===== src/rtl/mem_pkg.sv =====
// Shared definitions for the unified instruction/data memory arbiter.
package mem_pkg;

  // Memory side is word addressed: byte address [31:2].
  localparam int WADDR_W = 30;

  // MMIO write targets intercepted when MMIO_DECODE_EN is defined.
  localparam logic [31:0] MEM_PUTC = 32'h8000_001c;
  localparam logic [31:0] MEM_EXIT = 32'h8000_002c;

  // Which requester owns the read currently returning from memory.
  typedef enum logic [1:0] {
    OWN_NONE = 2'd0,
    OWN_IF   = 2'd1,
    OWN_D    = 2'd2
  } owner_e;

endpackage


===== src/rtl/mem_arbiter_if.sv =====
// Bus bundle between the fetch/execute ports, the arbiter and the memory.
// slave  : arbiter side (takes requests, drives grants and memory strobes)
// master : requester/memory side (drives requests and memory read data)
interface mem_arbiter_if;
  import mem_pkg::*;

  // instruction fetch port
  logic                 if_req;
  logic [31:0]          if_addr;
  logic                 if_gnt;
  logic                 if_rvalid;
  logic [31:0]          if_rdata;

  // data read port
  logic                 d_rreq;
  logic [31:0]          d_raddr;
  logic                 d_gnt;
  logic                 d_rvalid;
  logic [31:0]          d_rdata;

  // data write port
  logic                 d_wreq;
  logic [31:0]          d_waddr;
  logic [31:0]          d_wdata;
  logic [3:0]           d_wstrb;

  // memory read port
  logic                 mem_rready;
  logic [WADDR_W-1:0]   mem_raddr;
  logic [31:0]          mem_rdata;

  // memory write port
  logic                 mem_wready;
  logic [WADDR_W-1:0]   mem_waddr;
  logic [31:0]          mem_wdata;
  logic [3:0]           mem_wstrb;

  // MMIO side effects
  logic                 putc_valid;
  logic [7:0]           putc_char;
  logic                 exit_req;

  modport slave (
    input  if_req, if_addr,
    output if_gnt, if_rvalid, if_rdata,
    input  d_rreq, d_raddr,
    output d_gnt, d_rvalid, d_rdata,
    input  d_wreq, d_waddr, d_wdata, d_wstrb,
    output mem_rready, mem_raddr,
    input  mem_rdata,
    output mem_wready, mem_waddr, mem_wdata, mem_wstrb,
    output putc_valid, putc_char, exit_req
  );

  modport master (
    output if_req, if_addr,
    input  if_gnt, if_rvalid, if_rdata,
    output d_rreq, d_raddr,
    input  d_gnt, d_rvalid, d_rdata,
    output d_wreq, d_waddr, d_wdata, d_wstrb,
    input  mem_rready, mem_raddr,
    output mem_rdata,
    input  mem_wready, mem_waddr, mem_wdata, mem_wstrb,
    input  putc_valid, putc_char, exit_req
  );

endinterface


===== src/rtl/mem_arbiter.sv =====
// Unified memory arbiter: one read port shared by instruction fetch and data
// reads (data priority, fetch starvation guard, RAW deferral), data writes
// passed straight to the write port, one outstanding read routed back to its
// owner.
//
// Optional feature macro: MMIO_DECODE_EN -- intercepts writes to the PUTC and
// EXIT addresses instead of sending them to memory.
//
// State (owner register):
//   state    | meaning
//   OWN_NONE | no read returning this cycle
//   OWN_IF   | mem_rdata this cycle belongs to fetch
//   OWN_D    | mem_rdata this cycle belongs to the data port
module mem_arbiter
  import mem_pkg::*;
#(
  parameter int STARVE_LIMIT = 4   // legal 1..15
) (
  input  logic          clk,
  input  logic          resetb,
  mem_arbiter_if.slave  bus
);

  localparam logic [3:0] LIMIT = 4'(STARVE_LIMIT);

  owner_e              owner_q, owner_d;
  logic [3:0]          lose_cnt_q, lose_cnt_d;

  logic [WADDR_W-1:0]  if_word, d_word, w_word;
  logic                mmio_putc, mmio_exit;
  logic                mem_w;
  logic                raw_if, raw_d;
  logic                if_ok, d_ok;
  logic                fetch_pri;
  logic                grant_if, grant_d;

  assign if_word = bus.if_addr[31:2];
  assign d_word  = bus.d_raddr[31:2];
  assign w_word  = bus.d_waddr[31:2];

`ifdef MMIO_DECODE_EN
  assign mmio_putc = bus.d_wreq && (bus.d_waddr == MEM_PUTC);
  assign mmio_exit = bus.d_wreq && (bus.d_waddr == MEM_EXIT);
`else
  assign mmio_putc = 1'b0;
  assign mmio_exit = 1'b0;
`endif

  // MMIO writes never reach memory, so they can never cause a RAW conflict.
  assign mem_w  = bus.d_wreq && !(mmio_putc || mmio_exit);
  assign raw_if = mem_w && (w_word == if_word);
  assign raw_d  = mem_w && (w_word == d_word);
  assign if_ok  = bus.if_req && !raw_if;
  assign d_ok   = bus.d_rreq && !raw_d;

  assign fetch_pri = bus.if_req && (lose_cnt_q == LIMIT);

  // Read arbitration: data first unless fetch has starved; a RAW-blocked
  // winner hands the slot to the other requester. Nothing is granted while
  // reset is asserted.
  always_comb begin
    grant_if = 1'b0;
    grant_d  = 1'b0;
    if (resetb) begin
      if (fetch_pri) begin
        if (if_ok)     grant_if = 1'b1;
        else if (d_ok) grant_d  = 1'b1;
      end else begin
        if (d_ok)       grant_d  = 1'b1;
        else if (if_ok) grant_if = 1'b1;
      end
    end
  end

  // Next owner and starvation counter.
  always_comb begin
    owner_d    = OWN_NONE;
    lose_cnt_d = lose_cnt_q;
    if (grant_if)     owner_d = OWN_IF;
    else if (grant_d) owner_d = OWN_D;

    if (grant_if) begin
      lose_cnt_d = 4'd0;
    end else if (bus.if_req && (lose_cnt_q < LIMIT)) begin
      lose_cnt_d = lose_cnt_q + 4'd1;
    end
  end

  // Owner and starvation counter registers; reset drops any in-flight read.
  always_ff @(posedge clk or negedge resetb) begin
    if (!resetb) begin
      owner_q    <= OWN_NONE;
      lose_cnt_q <= 4'd0;
    end else begin
      owner_q    <= owner_d;
      lose_cnt_q <= lose_cnt_d;
    end
  end

  assign bus.if_gnt     = grant_if;
  assign bus.d_gnt      = grant_d;
  assign bus.mem_rready = grant_if || grant_d;
  assign bus.mem_raddr  = grant_if ? if_word :
                          grant_d  ? d_word  : '0;

  assign bus.if_rvalid  = (owner_q == OWN_IF);
  assign bus.d_rvalid   = (owner_q == OWN_D);
  assign bus.if_rdata   = bus.mem_rdata;
  assign bus.d_rdata    = bus.mem_rdata;

  // Write port is a pass-through, forced quiet while reset is asserted.
  assign bus.mem_wready = resetb && mem_w;
  assign bus.mem_waddr  = resetb ? w_word      : '0;
  assign bus.mem_wdata  = resetb ? bus.d_wdata : '0;
  assign bus.mem_wstrb  = resetb ? bus.d_wstrb : '0;

`ifdef MMIO_DECODE_EN
  logic       putc_valid_q;
  logic [7:0] putc_char_q;
  logic       exit_q;

  // PUTC is a one-cycle registered pulse; EXIT is sticky until reset.
  always_ff @(posedge clk or negedge resetb) begin
    if (!resetb) begin
      putc_valid_q <= 1'b0;
      putc_char_q  <= 8'h00;
      exit_q       <= 1'b0;
    end else begin
      putc_valid_q <= mmio_putc;
      if (mmio_putc) putc_char_q <= bus.d_wdata[7:0];
      if (mmio_exit) exit_q      <= 1'b1;
    end
  end

  assign bus.putc_valid = putc_valid_q;
  assign bus.putc_char  = putc_char_q;
  assign bus.exit_req   = exit_q;
`else
  assign bus.putc_valid = 1'b0;
  assign bus.putc_char  = 8'h00;
  assign bus.exit_req   = 1'b0;
`endif

  // Byte-offset bits are meaningless on a word-wide memory.
  logic unused_bits;
  assign unused_bits = ^{bus.if_addr[1:0], bus.d_raddr[1:0], bus.d_waddr[1:0]};

endmodule


===== src/flat_wrapper.sv =====
// flat-port wrapper written by rule: the top's interface ports become plain ports
module mem_arbiter_flat import mem_pkg::*;
#(
  parameter int STARVE_LIMIT = 4                 
)
  (clk, resetb, bus_if_req, bus_if_addr, bus_if_gnt, bus_if_rvalid, bus_if_rdata, bus_d_rreq, bus_d_raddr, bus_d_gnt, bus_d_rvalid, bus_d_rdata, bus_d_wreq, bus_d_waddr, bus_d_wdata, bus_d_wstrb, bus_mem_rready, bus_mem_raddr, bus_mem_rdata, bus_mem_wready, bus_mem_waddr, bus_mem_wdata, bus_mem_wstrb, bus_putc_valid, bus_putc_char, bus_exit_req);
  mem_arbiter_if bus_i ();
  input  logic clk;
  input  logic resetb;
  input wire logic [$bits(bus_i.if_req)-1:0] bus_if_req;
  input wire logic [$bits(bus_i.if_addr)-1:0] bus_if_addr;
  output wire logic [$bits(bus_i.if_gnt)-1:0] bus_if_gnt;
  output wire logic [$bits(bus_i.if_rvalid)-1:0] bus_if_rvalid;
  output wire logic [$bits(bus_i.if_rdata)-1:0] bus_if_rdata;
  input wire logic [$bits(bus_i.d_rreq)-1:0] bus_d_rreq;
  input wire logic [$bits(bus_i.d_raddr)-1:0] bus_d_raddr;
  output wire logic [$bits(bus_i.d_gnt)-1:0] bus_d_gnt;
  output wire logic [$bits(bus_i.d_rvalid)-1:0] bus_d_rvalid;
  output wire logic [$bits(bus_i.d_rdata)-1:0] bus_d_rdata;
  input wire logic [$bits(bus_i.d_wreq)-1:0] bus_d_wreq;
  input wire logic [$bits(bus_i.d_waddr)-1:0] bus_d_waddr;
  input wire logic [$bits(bus_i.d_wdata)-1:0] bus_d_wdata;
  input wire logic [$bits(bus_i.d_wstrb)-1:0] bus_d_wstrb;
  output wire logic [$bits(bus_i.mem_rready)-1:0] bus_mem_rready;
  output wire logic [$bits(bus_i.mem_raddr)-1:0] bus_mem_raddr;
  input wire logic [$bits(bus_i.mem_rdata)-1:0] bus_mem_rdata;
  output wire logic [$bits(bus_i.mem_wready)-1:0] bus_mem_wready;
  output wire logic [$bits(bus_i.mem_waddr)-1:0] bus_mem_waddr;
  output wire logic [$bits(bus_i.mem_wdata)-1:0] bus_mem_wdata;
  output wire logic [$bits(bus_i.mem_wstrb)-1:0] bus_mem_wstrb;
  output wire logic [$bits(bus_i.putc_valid)-1:0] bus_putc_valid;
  output wire logic [$bits(bus_i.putc_char)-1:0] bus_putc_char;
  output wire logic [$bits(bus_i.exit_req)-1:0] bus_exit_req;
  assign bus_i.if_req = bus_if_req;
  assign bus_i.if_addr = bus_if_addr;
  assign bus_if_gnt = bus_i.if_gnt;
  assign bus_if_rvalid = bus_i.if_rvalid;
  assign bus_if_rdata = bus_i.if_rdata;
  assign bus_i.d_rreq = bus_d_rreq;
  assign bus_i.d_raddr = bus_d_raddr;
  assign bus_d_gnt = bus_i.d_gnt;
  assign bus_d_rvalid = bus_i.d_rvalid;
  assign bus_d_rdata = bus_i.d_rdata;
  assign bus_i.d_wreq = bus_d_wreq;
  assign bus_i.d_waddr = bus_d_waddr;
  assign bus_i.d_wdata = bus_d_wdata;
  assign bus_i.d_wstrb = bus_d_wstrb;
  assign bus_mem_rready = bus_i.mem_rready;
  assign bus_mem_raddr = bus_i.mem_raddr;
  assign bus_i.mem_rdata = bus_mem_rdata;
  assign bus_mem_wready = bus_i.mem_wready;
  assign bus_mem_waddr = bus_i.mem_waddr;
  assign bus_mem_wdata = bus_i.mem_wdata;
  assign bus_mem_wstrb = bus_i.mem_wstrb;
  assign bus_putc_valid = bus_i.putc_valid;
  assign bus_putc_char = bus_i.putc_char;
  assign bus_exit_req = bus_i.exit_req;
  mem_arbiter #(.STARVE_LIMIT(STARVE_LIMIT)) u_core (.clk(clk), .resetb(resetb), .bus(bus_i));
endmodule

===== config.mk =====
export PLATFORM = sky130hd
export DESIGN_NAME = mem_arbiter_flat
export DESIGN_NICKNAME = d
export VERILOG_FILES = /design/src/rtl/mem_pkg.sv /design/src/rtl/mem_arbiter_if.sv /design/src/rtl/mem_arbiter.sv /design/src/flat_wrapper.sv
export SDC_FILE = /design/constraint.sdc
export NUM_CORES = 1
export LEC_CHECK = 0
export BUFFER_PORTS_ARGS = -buffer_cell sky130_fd_sc_hd__buf_2
export CORE_AREA = 3 3 133 135
export CTS_CLUSTER_DIAMETER = 30
export DETAILED_ROUTE_END_ITERATION = 8
export DIE_AREA = 0 0 136 138
export SLEW_MARGIN = 25
export SYNTH_ARGS = -nofsm -noshare
export SYNTH_HDL_FRONTEND = slang
export SYNTH_SLANG_ARGS = --single-unit

===== constraint.sdc =====
create_clock -name clk -period 1.9 [get_ports clk]
set_input_delay 0.095 -clock clk [delete_from_list [all_inputs] [get_ports clk]]
set_output_delay 0.095 -clock clk [all_outputs]
set_load 0.02 [all_outputs]

* Yosys cells after proc, flatten, opt, wreduce, memory -nomap -nowiden *
Index checks and enable logic that the tools add are counted.

word-level totals
  register bits after elaboration = 6
  input port bits = 169
  output and inout bits = 176
  logic and storage cells = 37

cells by class
  $add $sub $neg = 1
  magnitude comparators = 1
  equal/unequal tests = 5
  multiplexer cells = 17
  reductions and logical operators = 11

operators by type and width
  operator                                                     count
  2-to-1 mux 30 bit                                            3
  equality test 30 bit                                         2
  2-to-1 mux 32 bit                                            1
  2-to-1 mux 4 bit                                             3
  2-to-1 mux 1 bit                                             8
  logical AND 1 bit                                            7
  adder 4 x 1 -> 4 bit (second input constant)                 1
  equality test 4 x 3 -> 1 bit (second input constant)         1
  less-than comparator 4 x 3 -> 1 bit (second input constant)  1
  2-to-1 mux 2 bit                                             2
  equality test 2 x 1 -> 1 bit (second input constant)         1
  equality test 2 bit (second input constant)                  1
  zero test 1 bit                                              2
  nonzero test 2 bit                                           1
  logical OR 1 bit                                             1

* Logic depth before layout (Yosys ltp) *
  depth in word-level cells = 10
  gate-level depth with buffers = 8
  depth with buffers taken out = 6

* Worst setup path after synthesis *
Ideal clock, no wire load.

  kind = input to output
  start = in bus_d_raddr[31]
  end = out bus_mem_raddr[23]
  data arrival time = 1611 ps
  required time = 1805 ps
  setup slack = 194 ps
  stages = 8
  buffers on the path = 2
  path through = xor2_1 nor4_1 nand2_1 nor4_4 o21a_1 buf_6 buf_12 a22o_1

between the ends
  elaborated cells on any way between the ends = 13
  classes of those cells = eq/ne: 1; mux: 9; reduce/logical: 3

RTL lines
  what                  RTL line            text
  start, declared       flat_wrapper.sv:16  input wire logic [$bits(bus_i.d_raddr)-1:0] bus_d_raddr;
  equality test 30 bit  mem_arbiter.sv:52   assign raw_d = mem_w && (w_word == d_word);
  logical AND 1 bit     mem_arbiter.sv:52
  zero test 1 bit       mem_arbiter.sv:54   assign d_ok = bus.d_rreq && !raw_d;
  logical AND 1 bit     mem_arbiter.sv:54
  2-to-1 mux 1 bit      mem_arbiter.sv:69   if (d_ok) grant_d = 1'b1;
  2-to-1 mux 1 bit      mem_arbiter.sv:65   if (fetch_pri) begin
  2-to-1 mux 1 bit      mem_arbiter.sv:64   if (resetb) begin
  via bus_if_gnt        flat_wrapper.sv:12  output wire logic [$bits(bus_i.if_gnt)-1:0] bus_if_gnt;
  2-to-1 mux 30 bit     mem_arbiter.sv:103  assign bus.mem_raddr = grant_if ? if_word :
  end, declared         flat_wrapper.sv:25  output wire logic [$bits(bus_i.mem_raddr)-1:0] bus_mem_raddr;

The timed path passes the listed nets, and every way through them passes these cells.

* Worst setup path in the final report *
  start = in bus_d_waddr[31]
  end = out bus_mem_raddr[13]

between the ends
  word-level cells in the longest chain between the ends = 10
  elaborated cells on any way between the ends = 18
  classes of those cells = eq/ne: 2; mux: 10; reduce/logical: 6

RTL lines
  what                  RTL line                              text
  start, declared       flat_wrapper.sv:21                    input wire logic [$bits(bus_i.d_waddr)-1:0] bus_d_waddr;
  equality test 30 bit  mem_arbiter.sv:52
  logical AND 1 bit     mem_arbiter.sv:52
  zero test 1 bit       mem_arbiter.sv:54
  logical AND 1 bit     mem_arbiter.sv:54
  2-to-1 mux 1 bit      mem_arbiter.sv:67, mem_arbiter.sv:69
  2-to-1 mux 1 bit      mem_arbiter.sv:66                     if (if_ok) grant_if = 1'b1;
  2-to-1 mux 1 bit      mem_arbiter.sv:65
  2-to-1 mux 1 bit      mem_arbiter.sv:64
  2-to-1 mux 30 bit     mem_arbiter.sv:104                    grant_d ? d_word : '0;
  2-to-1 mux 30 bit *   mem_arbiter.sv:103

Every way passes the cells marked *; elsewhere a longest branch is shown, timed or not.

==> results.tsv <==
stage	metric	value	unit
cts	clock edge transition at the registers on the reported setup and hold paths	0.04	ns
power_and_ir_drop	IR Drop Worst-Case VDD	0.0003578	V
synth	post-synthesis sequential element count	6	
cells_and_area	Final Core Density	0.2630	
setup_path	depth of the most critical reg-to-reg path	9	
sta	normalized max-slew margin	0.6054	
sta	share of the clock period used by the worst path	1.146	
cells_and_area	multi-input combinational cell area	1869	µm²
power_and_ir_drop	Power Density	420.5	nW/µm²
route	Routed WL per cell	16.42	µm
power_and_ir_drop	Net Sw Frac	0.4173	
power_and_ir_drop	cell internal power dissipation	1.069	mW
setup_path	required arrival time at the worst endpoint	1.80	ns
die	die height	138	µm
power_and_ir_drop	combinational share of power	0.711	
global_routing	Tot GR Track Use	0.1192	
die	row count	47	
synth	Syn Std Cell Area	2382	µm²
cts	deepest level of the CTS H-tree	1	
sta	f_max	459.2	MHz
cts	# clock sinks	6	
sta	Final Critical Period	2.178	ns
place	number of buffers inserted by port buffering	232	
route	Via density	3.796	
die	initial cell density of the core	0.1437	
setup_path	flop2flop setup slack	0.12	ns
synth	synthesized instance count	299	
synth	Yosys warning total	0	
power_and_ir_drop	switching power of the nets	0.7653	mW
cells_and_area	Nets	688	
cells_and_area	share of final-layout standard cells stronger than drive strength 1	0.6466	
global_routing	initial antenna violation count	2	
global_routing	largest net degree at the start of global routing	74	
sta	final-report max-slew violation count	0	
synth	top cell type's share of synthesized area	0.2332	
job	max-cap violations	0	
setup_path	worst r2r src	u_core.lose_cnt_q[0]	
global_routing	via count of the first global-routing pass	2898	
route	1st-pass router iterations	4	
setup_path	crit start category	input pin	
place	HPWL Detailed	9.828	mm
die	die outline area	18770	µm²
min_path	worst hold path class	input pin to async pin	
status	failing checks	setup timing	
synth	fraction of the yosys area taken by sequential cells	0.06303	
route	number of DRC markers in iteration 0	78	
global_routing	aggregate global routing overflow	0	
power_and_ir_drop	final total power	1.834	mW
cts	Clk Latency, worst-skew pair	0.23	ns
sta	Final Skew	0.002769	ns
power_and_ir_drop	leakage power total	2.250	nW
power_and_ir_drop	sequential group share of total power	0.102	
sta	measured slew at the worst slew-check pin	0.5919	ns
synth	cell type contributing the most total cell area after synthesis	sky130_fd_sc_hd__buf_4	
setup_path	crit path capture type	output port	
route	via total after detailed routing	2790	
route	Routed Wire Length	12.07	mm
sta	hold violation total from the final report	0	
setup_path	CP Class	input pin to output port	
route	# DRC	0	
cts	Clock Tree Buf Depth	2	
die	CORE AREA	16580	µm²
place	gp weighted congestion	0.7949	
power_and_ir_drop	part of the total power dissipated in the clock network	0.187	
cts	clock tree from TritonCTS	yes	
synth	post-synthesis cell type count	29	
cells_and_area	Filler cells	1818	
sta	final setup violation count	34	
cts	Root Buffer Master	sky130_fd_sc_hd__clkbuf_16	
synth	biggest area contributors in the synthesized netlist	sky130_fd_sc_hd__buf_4 23%, sky130_fd_sc_hd__and2_1 17%, sky130_fd_sc_hd__xnor2_1 14%	
cells_and_area	n_diodes	0	
sta	smallest setup slack after layout	-0.2778	ns
cts	cts hold-fix bufs	0	
place	worst slack at placement	-0.5870	ns
die	Ports	345	
synth	average size of a mapped cell	7.968	µm²
cells_and_area	Syn-to-layout area delta	83.09	%
cts	Inserted Clock Buffers	3	
sta	unrepaired setup endpoints after global routing	true	
status	run status	finished, violations left	
cells_and_area	area taken by flip-flops and latches	150.1	µm²
die	horizontal die dimension	136	µm
route	Final ANT Viol Nets	0	
setup_path	arrival time of the worst setup path	2.08	ns
setup_path	capturing point of the worst reg2reg path	u_core.lose_cnt_q[3]	
setup_path	Worst Path Max Fanout	10	
global_routing	wire length of the first global-routing pass	17.37	mm
## critical path, cell delays in order
cell,delay [ns]
sky130_fd_sc_hd__buf_8,0.11
sky130_fd_sc_hd__xor2_4,0.18
sky130_fd_sc_hd__nor4_4,0.33
sky130_fd_sc_hd__buf_4,0.18
sky130_fd_sc_hd__nand2_4,0.05
sky130_fd_sc_hd__nor4_4,0.30
sky130_fd_sc_hd__buf_4,0.16
sky130_fd_sc_hd__o21a_4,0.20
sky130_fd_sc_hd__buf_12,0.16
sky130_fd_sc_hd__a22o_1,0.18
sky130_fd_sc_hd__buf_6,0.13
## power by group through the flow
stage               combinational [mW]  clock, mW  sequential, mW
floorplan                        0.799          0           0.181
global placement                  1.08          0           0.185
detailed placement                1.08          0           0.188
CTS                               1.24      0.348           0.187
global route                      1.41      0.357           0.192
finish                            1.30      0.343           0.187
## state kept, by name (all words and copies together) (netlist names)
| register | cells |
|---|---|
| u_core.owner_q | 2 |
| u_core.lose_cnt_q | 4 |
## synthesized netlist by cell type
master and count:
sky130_fd_sc_hd__buf_4 74, sky130_fd_sc_hd__and2_1 66, sky130_fd_sc_hd__xnor2_1 38, sky130_fd_sc_hd__a22o_1 26
sky130_fd_sc_hd__xor2_1 23, sky130_fd_sc_hd__nand4_1 10, sky130_fd_sc_hd__clkbuf_1 7, sky130_fd_sc_hd__dfrtp_1 6
sky130_fd_sc_hd__a22o_2 4, sky130_fd_sc_hd__buf_6 4, sky130_fd_sc_hd__nand2_1 4, sky130_fd_sc_hd__nor2_1 4
sky130_fd_sc_hd__nor2b_1 4, sky130_fd_sc_hd__nor4_1 4, sky130_fd_sc_hd__a21oi_1 3, sky130_fd_sc_hd__buf_12 3
sky130_fd_sc_hd__ha_1 2, sky130_fd_sc_hd__inv_1 2, sky130_fd_sc_hd__nand3_1 2, sky130_fd_sc_hd__nor3_1 2
sky130_fd_sc_hd__nor4_2 2, sky130_fd_sc_hd__nor4_4 2, sky130_fd_sc_hd__a21oi_2 1, sky130_fd_sc_hd__and2_2 1
sky130_fd_sc_hd__and2b_2 1, sky130_fd_sc_hd__conb_1 1, sky130_fd_sc_hd__nor3_2 1, sky130_fd_sc_hd__o21a_1 1
sky130_fd_sc_hd__or2_2 1
## metrics by stage
| stage | cell area, µm² | TNS, ns | std cells | hold slack, ns |
|---|---|---|---|---|
| global route | 4362 | -10.31 | 735 | 0.08899 |
| detailed placement | 3576 | -19.11 | 724 | 0.1902 |
| floorplan | 2416 | 0 | 308 | -0.2006 |
| global placement | 3576 | -19.85 | 724 | 0.1902 |
| CTS | 4066 | -10.01 | 735 | 0.03551 |
| finish | 4362 | -7.315 | 735 | 0.02187 |
## metal layers
metal  share of wire  track usage
met1            0.41       0.1524
met3           0.081      0.03416
met2            0.49       0.2016
met5          0.0022            0
met4           0.016      0.02016
## how the worst max path moves through the flow
stage | to | depth (start not counted) | slack [ns] | from
floorplan | bus_mem_raddr[23] | 8 | 0.19 | bus_d_raddr[31]
global placement | bus_mem_raddr[13] | 10 | -0.60 | bus_d_raddr[12]
detailed placement | bus_mem_raddr[13] | 10 | -0.59 | bus_d_waddr[12]
CTS | bus_mem_raddr[0] | 12 | -0.35 | bus_d_waddr[8]
global route | bus_mem_raddr[13] | 11 | -0.36 | bus_d_waddr[31]
finish | bus_mem_raddr[13] | 11 | -0.28 | bus_d_waddr[31]
## cells by family (layout without fill, tap and decap cells)
group / after synthesis / after routing / synth area share
flip-flops: 6 / 6 / 0.06302
XOR/XNOR: 61 / 61 / 0.2243
other: 1 / 10 / 0.001574
AND/OR/NAND/NOR: 104 / 104 / 0.2836
adder cells (fa/ha/maj): 2 / 2 / 0.01050
AO/OA/AOI/OAI: 35 / 35 / 0.1255
buffers and inverters: 90 / 297 / 0.2915
## cell type report
class / instances / share of cell area
clock buffer: 3 / 0.01721
inverter: 2 / 0.001721
multi-input combinational: 212 / 0.4286
sequential: 6 / 0.03442
tap: 220 / 0.06311
timing repair buffer: 292 / 0.4550
## repair_timing
item / 4_1_cts / 5_1_grt
setup buffers: 7 / 3
gates cloned: 2 / 0
endpoints found under the hold margin: 0 / 0
endpoints found under the setup margin: 37 / 34
pin swaps: 26 / 26
resized for setup: 84 / 69
## layout by cell type, fill, tap and decap left out, types with 10 or more instances in the layout
cell | synthesis | layout
sky130_fd_sc_hd__buf_2 | 0 | 185
sky130_fd_sc_hd__and2_1 | 66 | 66
sky130_fd_sc_hd__buf_4 | 74 | 54
sky130_fd_sc_hd__buf_6 | 4 | 44
sky130_fd_sc_hd__a22o_1 | 26 | 26
sky130_fd_sc_hd__xnor2_1 | 38 | 25
sky130_fd_sc_hd__xor2_1 | 23 | 18
sky130_fd_sc_hd__xnor2_2 | 0 | 10
sky130_fd_sc_hd__nand4_1 | 10 | 10
sky130_fd_sc_hd__conb_1 | 1 | 10
Power figures use the tool's default switching activity.
